==> config.mk <==
export PLATFORM = sky130hd
export DESIGN_NAME = floor_request_ctrl
export DESIGN_NICKNAME = d
export VERILOG_FILES = /design/src/rtl/floor_request_ctrl.sv
export SDC_FILE = /design/constraint.sdc
export NUM_CORES = 1
export LEC_CHECK = 0
export CAP_MARGIN = 20
export CORE_MARGIN = 2
export CORE_UTILIZATION = 49
export CTS_BUF_LIST = sky130_fd_sc_hd__clkbuf_16
export DETAILED_ROUTE_END_ITERATION = 12
export MAX_ROUTING_LAYER = met4
export PLACE_DENSITY = 0.8
export SLEW_MARGIN = 20
export SYNTH_ARGS = -nofsm -noshare
export SYNTH_HDL_FRONTEND = slang
export SYNTH_SLANG_ARGS = --single-unit
==> constraint.sdc <==
create_clock -name Clock -period 4.83 [get_ports Clock]
set_input_delay 0.966 -clock Clock [delete_from_list [all_inputs] [get_ports Clock]]
set_output_delay 0.966 -clock Clock [all_outputs]
set_load 0.005 [all_outputs]
==> src/rtl/floor_request_ctrl.sv <==
// Elevator request/dispatch controller: call latching, sweep direction
// selection and door timing for the floor-movement FSM.
module floor_request_ctrl #(
  parameter int NUM_FLOORS  = 6,
  parameter int DOOR_CYCLES = 4
) (
  input  logic                  Clock,
  input  logic                  Reset,
  input  logic [NUM_FLOORS-1:0] callBtn,
  input  logic [NUM_FLOORS-1:0] currentFloor,
  output logic [NUM_FLOORS-1:0] reqFloors,
  output logic                  Up,
  output logic                  Down,
  output logic                  doorOpen,
  output logic                  hold,
  output logic                  floorErr
);

  localparam int CW = (DOOR_CYCLES > 1) ? $clog2(DOOR_CYCLES) : 1;
  localparam logic [CW-1:0] CNT_LOAD = CW'(DOOR_CYCLES - 1);
  localparam logic [CW-1:0] CNT_ONE  = CW'(1);
  localparam logic [NUM_FLOORS-1:0] F_ONE = NUM_FLOORS'(1);

  typedef enum logic [1:0] {
    IDLE,
    UP,
    DOWN,
    DOOR
  } state_t;

  state_t state, state_nx;

  logic [NUM_FLOORS-1:0] pending;
  logic [NUM_FLOORS-1:0] clr;
  logic [NUM_FLOORS-1:0] belowMask;
  logic [NUM_FLOORS-1:0] aboveMask;
  logic [CW-1:0]         doorCnt, doorCnt_nx;
  logic                  dirUp, dirUp_nx;
  logic                  above, below, here, hereCall;
  logic                  upFirst, doorBusy;

  // For a one-hot floor, floor-1 is exactly the mask of lower floors.
  always_comb begin
    belowMask = currentFloor - F_ONE;
    aboveMask = ~(belowMask | currentFloor);
    floorErr  = (currentFloor == '0) ||
                ((currentFloor & belowMask) != '0);
    above     = |(pending & aboveMask);
    below     = |(pending & belowMask);
    hereCall  = |(callBtn & currentFloor);
    here      = |(pending & currentFloor) | hereCall;
  end

  always_comb begin
    upFirst = 1'b1;
    unique case (1'b1)
      (state == DOWN): upFirst = 1'b0;
      (state == DOOR): upFirst = dirUp;
      default:         upFirst = 1'b1;
    endcase
  end

  assign doorBusy = hereCall || (doorCnt != '0);

  always_comb begin
    state_nx   = state;
    dirUp_nx   = dirUp;
    doorCnt_nx = doorCnt;
    clr        = '0;
    if (!floorErr) begin
      if (state != DOOR && here) begin
        state_nx   = DOOR;
        doorCnt_nx = CNT_LOAD;
        clr        = currentFloor;
      end else if (state == DOOR && doorBusy) begin
        clr        = currentFloor;
        doorCnt_nx = hereCall ? CNT_LOAD : doorCnt - CNT_ONE;
      end else begin
        // Preferred sweep first, reverse second, otherwise park.
        if (state == DOOR) clr = currentFloor;
        if (upFirst ? above : below) begin
          state_nx = upFirst ? UP : DOWN;
          dirUp_nx = upFirst;
        end else if (upFirst ? below : above) begin
          state_nx = upFirst ? DOWN : UP;
          dirUp_nx = !upFirst;
        end else begin
          state_nx = IDLE;
        end
      end
    end
  end

  always_ff @(posedge Clock) begin
    if (Reset) begin
      state   <= IDLE;
      pending <= '0;
      doorCnt <= '0;
      dirUp   <= 1'b0;
    end else begin
      state   <= state_nx;
      pending <= (pending | callBtn) & ~clr;
      doorCnt <= doorCnt_nx;
      dirUp   <= dirUp_nx;
    end
  end

  assign reqFloors = pending;
  assign doorOpen  = (state == DOOR);
  assign hold      = doorOpen;
  assign Up        = (state == UP) || (state == DOOR && dirUp);
  assign Down      = (state == DOWN) || (state == DOOR && !dirUp);

endmodule

* Word-level counts from Yosys, hierarchy flattened
Index checks and enable logic that the tools add are counted.
Widths: inputs -> output; s select.
** Storage, ports and cells
- Flip-flop bits (word level) :: 11
- Bits of input ports :: 14
- Output and inout bits :: 11
- Word-level logic and storage cells :: 65
** Cells by class
- Add/sub/neg operators :: 2
- Eq/ne operators :: 5
- Muxes and demuxes :: 18
- Bitwise gates (word level) :: 14
- Reductions and logical operators :: 22
** Operator list (count)
- $and 6x6->6 :: 6
- $mux 6 :: 4
- $reduce_or 6->1 :: 4
- $mux 2 :: 9
- $not 6->6 :: 2
- $or 6x6->6 :: 2
- $logic_not 6->1 :: 1
- $reduce_bool 2->1 :: 3
- $reduce_bool 6->1 :: 1
- $sub 6x1->6 const B :: 1
- $eq 2x2->1 const B :: 2
- $logic_and 1x1->1 :: 4
- $logic_or 1x1->1 :: 4
- $mux 1 :: 4
- $ne 2x2->1 const B :: 2
- $reduce_and 2->1 :: 2
- $reduce_and 4->1 :: 1
- $not 1->1 :: 3
- $eq 2x1->1 const B :: 1
- $logic_not 1->1 :: 2
- $pmux 1 s2 :: 1
- $sub 2x1->2 const B :: 1
- $or 1x1->1 :: 1

* Logic depth before layout (Yosys ltp)
Gate-level depths: netlist (run 1).
- Depth in word-level cells :: 10
- Mapped depth :: 9
- Depth with buffers taken out :: 9

* Worst setup path before layout (run 1)
OpenSTA, ideal clock, no wires.
- Path type :: input to output
- From :: input port currentFloor[0]
- To :: output port floorErr
- Data arrival time :: 2.183 ns
- Data required time :: 3.864 ns
- Slack :: 1.681 ns
- Stages on the path :: 6
- Buffers on the path :: 0
- Cell sequence :: inv_1 -> ha_1 -> or3b_4 -> ha_1 -> nor4_4 -> o311ai_4
** Between the ends
- Word-level cells in the longest chain between the ends :: 4
** RTL lines
- start: declaration :: line 10 : input logic [NUM_FLOORS-1:0] currentFloor,
- $sub 6x1->6 :: line 44 : belowMask = currentFloor - F_ONE;
- $and 6x6->6 :: line 47 : ((currentFloor & belowMask) != '0);
- $reduce_bool 6->1 :: line 47
- $logic_or 1x1->1 * :: line 46 : floorErr = (currentFloor == '0) ||
- end: declaration :: line 16 : output logic floorErr
Every way passes the cells marked *; elsewhere a longest branch is shown, timed or not.

* Worst setup path after layout (run 1)
Same ends and word-level chain as after synthesis.

==> flow_summary.json, run 1 <==
{
  "final-hold-violation-count": 0,
  "rsz0062_at_grt": "no",
  "p_leak_nw": 0.494,
  "yosys.area_share.simple": 0.182,
  "finalNetCount": 151,
  "cts.htree.levels": 1,
  "whs_ns": 0.466,
  "vias": 798,
  "cts_buffers": 3,
  "synth_mux_area_frac": 0,
  "tightest_slew_ns": 0.481,
  "synth_area_leaders": "dfxtp_1 (27%), ha_1 (18%), inv_1 (7.3%)",
  "fin_util": 0.748,
  "cp-start-kind": "input pin",
  "grt_pass1_vias": 767,
  "vdd_drop_max_mv": 0.303,
  "cts_hold_buf": 0,
  "cp_max_fo": 8,
  "finalMaxSlewViolations": 0,
  "ys_warn_count": 0,
  "status": "complete, no violations",
  "final_cell_mix": "clkdlybuf4s50_1 (24), inv_1 (17), nor2_1 (12), ha_1 (12), dfxtp_1 (11)",
  "die_area_um2": 2030,
  "final_common_cell": "clkdlybuf4s50_1",
  "period_needed_ns": 4.35,
  "slew_headroom": 0.679,
  "via_per_inst": 5.70,
  "cts_root_buf": "clkbuf_16",
  "clock-skew-final_ns": 0.00259,
  "initial_core_util": 0.535,
  "clk_latency_ns": 0.23,
  "clk_pin_slew_worst_paths_ns": 0.04,
  "place_inst": 136,
  "timing.fmax_mhz": 230,
  "worstPathRequired_ns": 3.86,
  "grt_usage": 0.230,
  "r2r_cells": 5,
  "min_path_cells": 1,
  "yosysSeqAreaShare": 0.267,
  "clock-sinks": 11,
  "drive_gt1_frac": 0.0484,
  "wl_per_cell_um": 14.7,
  "final_cell_area_um2": 1150,
  "port_buffers": 24,
  "drv_cap": 0,
  "coreArea_um2": 1540,
  "ys_ff_latch": 11,
  "synthesis.nets": 124,
  "synth_top_family_by_area": "compound AO/OA/AOI/OAI gates",
  "worst_slack_ns": 0.477,
  "grt_pass1_wl_um": 3310,
  "grt_max_degree": 12,
  "ant_nets": 0,
  "tns_ns": 0,
  "die_x_um": 45.0,
  "netlist.area_leader.share": 0.267,
  "fin_cells": 140,
  "yosys.area_share.adder": 0.182,
  "setup_violations": 0,
  "nFillCells": 123,
  "dpl_cell_area_um2": 1070,
  "ios": 25,
  "end_kind": "primary output",
  "power_mw": 0.318,
  "routed_wl_um": 2060,
  "die_h_um": 45.0,
  "overflow": 0,
  "routabilityCongestion": 0.940,
  "period_share": 0.901,
  "syn-cell-area_um2": 825,
  "synth_cell_types": 26,
  "synth_cells": 98,
  "hp-class": "flip-flop to flip-flop",
  "cp_data_arrival_time_ns": 3.39,
  "criticalPathCategory": "input pin to primary output",
  "antenna_found_initial": 0,
  "drt-initial-drc-count": 24,
  "yosys.area.top_type": "dfxtp_1",
  "synth_edf_count": 0,
  "drc": 0,
  "cts_max_path_buffers": 2,
  "diodes": 0,
  "cts_resized": 0,
  "pre_cts_slack_ns": 0.501,
  "syn_to_final_growth_pct": 39.8,
  "cts_setup_buffers": 0,
  "first_pass_iters": 4,
  "cts_tree": "done",
  "synth-main-ff-cell": "dfxtp_1",
  "syn_avg_cell_area_um2": 8.41,
  "synth_xor_area_frac": 0,
  "powerDensity_nw_per_um2": 276,
  "hpwl_um": 1620,
  "synth_compound_area_frac": 0.282,
  "rows": 14,
  "synthArstFlopShare": 0
}
==> Yosys cell counts, types with 2 or more instances <==
cell and instances:
a211oi_1 6, a21oi_1 2, a221oi_1 3, a222oi_1 2
a22oi_1 7, dfxtp_1 11, ha_1 12, inv_1 16
nand2_1 6, nand3_1 4, nor2_1 12, o21ai_0 2
or3_1 2
==> final timing paths <==
kind / from / endpoint / slack [ns]
worst max-delay path: currentFloor[0] / floorErr / 0.48
worst min-delay path: doorCnt[1] / doorCnt[1] / 0.47
worst max register to register: reqFloors[3] / state[0] / 3.16
worst min register to register: doorCnt[1] / doorCnt[1] / 0.47
==> final cells by class <==
type                    instances  area, µm²  area share
multi-input cells              69        533       0.463
repair buffers                 24        240       0.208
flip-flops and latches         11        220       0.191
clock buffers                   3       75.1      0.0651
inverters                      16       60.1      0.0521
well taps                      16       20.0      0.0174
clock inverters                 1       3.75     0.00326
==> state kept, by name, indices dropped and copies added, names as in the netlist <==
signal     count
reqFloors      6
dirUp          1
state          2
doorCnt        2
==> power by group <==
part	internal (mW)	switching (mW)
sequential	0.0968	0.00690
clock	0.108	0.0381
combinational	0.0350	0.0324
==> cell families (layout without fill, tap and decap cells) <==
family	Yosys count	in the layout
buffers and inverters	18	44
flip-flops	11	11
AND/OR/NAND/NOR	29	29
adder cells (fa/ha/maj)	12	12
AO/OA/AOI/OAI	28	28
==> critical path, cell delays in order <==
cell and delay, ns:
clkdlybuf4s50_1 0.52, inv_1 0.16, ha_1 0.19, or3b_4 0.42, ha_1 0.23, nor4_4 0.21, o311ai_4 0.21, clkdlybuf4s50_1 0.48
==> layer usage <==
metal / GRT usage / vias up / part of all wire / wire length, µm
li1: - / 408 / - / -
met1: 0.296 / 370 / 0.49 / 1010
met2: 0.360 / 16 / 0.46 / 957
met3: 0.0360 / 4 / 0.031 / 65
met4: 0.0882 / 0 / 0.015 / 30
met5: - / - / 0 / 0
Power figures use the tool's default switching activity.
==> run 2, diff against run 1 <==
- clock period: 4.83 -> 5.2 ns (I/O delays scaled with it)
==> flow_summary.json, run 2 (same netlist as run 1, synthesis figures left out) <==
{
  "status": "complete, no violations",
  "routabilityCongestion": 0.940,
  "path_depth": 8,
  "final-hold-violation-count": 0,
  "crit_path_max_incr_delay_ns": 0.53,
  "slew_headroom": 0.717,
  "cp_max_fo": 8,
  "grt_pass1_vias": 800,
  "finalNetCount": 151,
  "power_mw": 0.299,
  "p_leak_nw": 0.492,
  "critPathBufInv": 3,
  "final_cell_mix": "clkdlybuf4s50_1 (24), inv_1 (16), nor2_1 (12), ha_1 (12), dfxtp_1 (11)",
  "end_kind": "primary output",
  "met2_length_um": 994,
  "largest_reg_flops": 6,
  "cts_hold_buf": 0,
  "min_path_cells": 1,
  "routed.top_layer": "met4",
  "dr_wl_met3_um": 146,
  "final_common_cell": "clkdlybuf4s50_1",
  "dpl_cell_area_um2": 1070,
  "tightest_slew_ns": 0.424,
  "period_needed_ns": 4.53,
  "hp-class": "flip-flop to flip-flop",
  "cts_resized": 0,
  "worst_slack_ns": 0.667,
  "powerDensity_nw_per_um2": 259,
  "setup_violations": 0,
  "cts_setup_buffers": 0,
  "die_area_um2": 2030,
  "startpoint": "currentFloor[0]",
  "ios": 25,
  "drt-initial-drc-count": 31,
  "cts_buffers": 3,
  "port_buffers": 24,
  "overflow": 0,
  "coreArea_um2": 1540,
  "vdd_drop_max_mv": 0.239,
  "cts_max_path_buffers": 2,
  "grt_max_degree": 12,
  "nFillCells": 116,
  "syn_to_final_growth_pct": 39.9,
  "place_inst": 136,
  "rrSetupSlack_ns": 3.54,
  "initial_core_util": 0.535,
  "cp_top_family": "buffers and inverters",
  "rows": 14,
  "pre_cts_slack_ns": 0.714,
  "cp_data_arrival_time_ns": 3.49,
  "tns_ns": 0,
  "die_h_um": 45.0,
  "worstPathRequired_ns": 4.16,
  "drv_cap": 0,
  "r2r_cells": 4,
  "routed_wl_um": 2140,
  "criticalPathCategory": "input pin to primary output",
  "crit_slowest_cell": "clkdlybuf4s50_1",
  "first_pass_iters": 4,
  "final_cell_area_um2": 1150,
  "cts_tree": "done",
  "worstHoldStart": "doorCnt[1]",
  "ant_nets": 0,
  "worstPathCellList": "clkdlybuf4s50_1, inv_1, ha_1, or3b_4, ha_1, nor4_4, o311ai_4, clkdlybuf4s50_1",
  "hpwl_um": 1630,
  "cts.htree.levels": 1,
  "clk_latency_ns": 0.24,
  "timing.rr.start": "state[1]",
  "m1WireLength_um": 969,
  "antenna_found_initial": 0,
  "drc": 0,
  "finalMaxSlewViolations": 0,
  "grt_usage": 0.253,
  "wl_per_cell_um": 15.3,
  "vias": 828,
  "clock-skew-final_ns": 0.00342,
  "diodes": 0,
  "rsz0062_at_grt": "no",
  "clock-sinks": 11,
  "cts_root_buf": "clkbuf_16",
  "grt_pass1_wl_um": 3540,
  "die_x_um": 45.0,
  "clk_pin_slew_worst_paths_ns": 0.04,
  "via_per_inst": 5.91,
  "period_share": 0.872,
  "fin_cells": 140,
  "cp-start-kind": "input pin",
  "drive_gt1_frac": 0.0565,
  "timing.fmax_mhz": 221
}
run 2: area by class of cell:
type,count,area [µm²],share of cell area
clock buffer,3,75.1,0.0651
clock inverter,1,5.00,0.00434
inverter,16,60.1,0.0521
multi-input combinational,69,533,0.462
sequential,11,220,0.191
tap,16,20.0,0.0174
timing repair buffer,24,240,0.208
run 2: power by group:
group          internal, mW  switching (mW)
combinational        0.0325          0.0299
clock                 0.102          0.0383
sequential           0.0899         0.00655
total                 0.224          0.0748
run 2: per-stage QoR:
stage | hold WS [ns] | utilization
2_1_floorplan | 0.439 | -
3_3_place_gp | 0.451 | 0.696
3_5_place_dp | 0.463 | 0.696
4_1_cts | 0.470 | 0.748
5_1_grt | 0.490 | 0.748
6_report | 0.466 | 0.748
run 2: path summary, 6_finish.rpt:
check / endpoint
worst max-delay path: floorErr
worst min-delay path: doorCnt[1]
worst max register to register: dirUp
worst min register to register: doorCnt[1]
run 2: metal layers:
| layer | up-vias | global-route usage |
|---|---|---|
| met5 | - | - |
| met4 | 0 | 0.118 |
| met3 | 4 | 0.0800 |
| met2 | 34 | 0.383 |
| met1 | 383 | 0.305 |
| li1 | 407 | - |
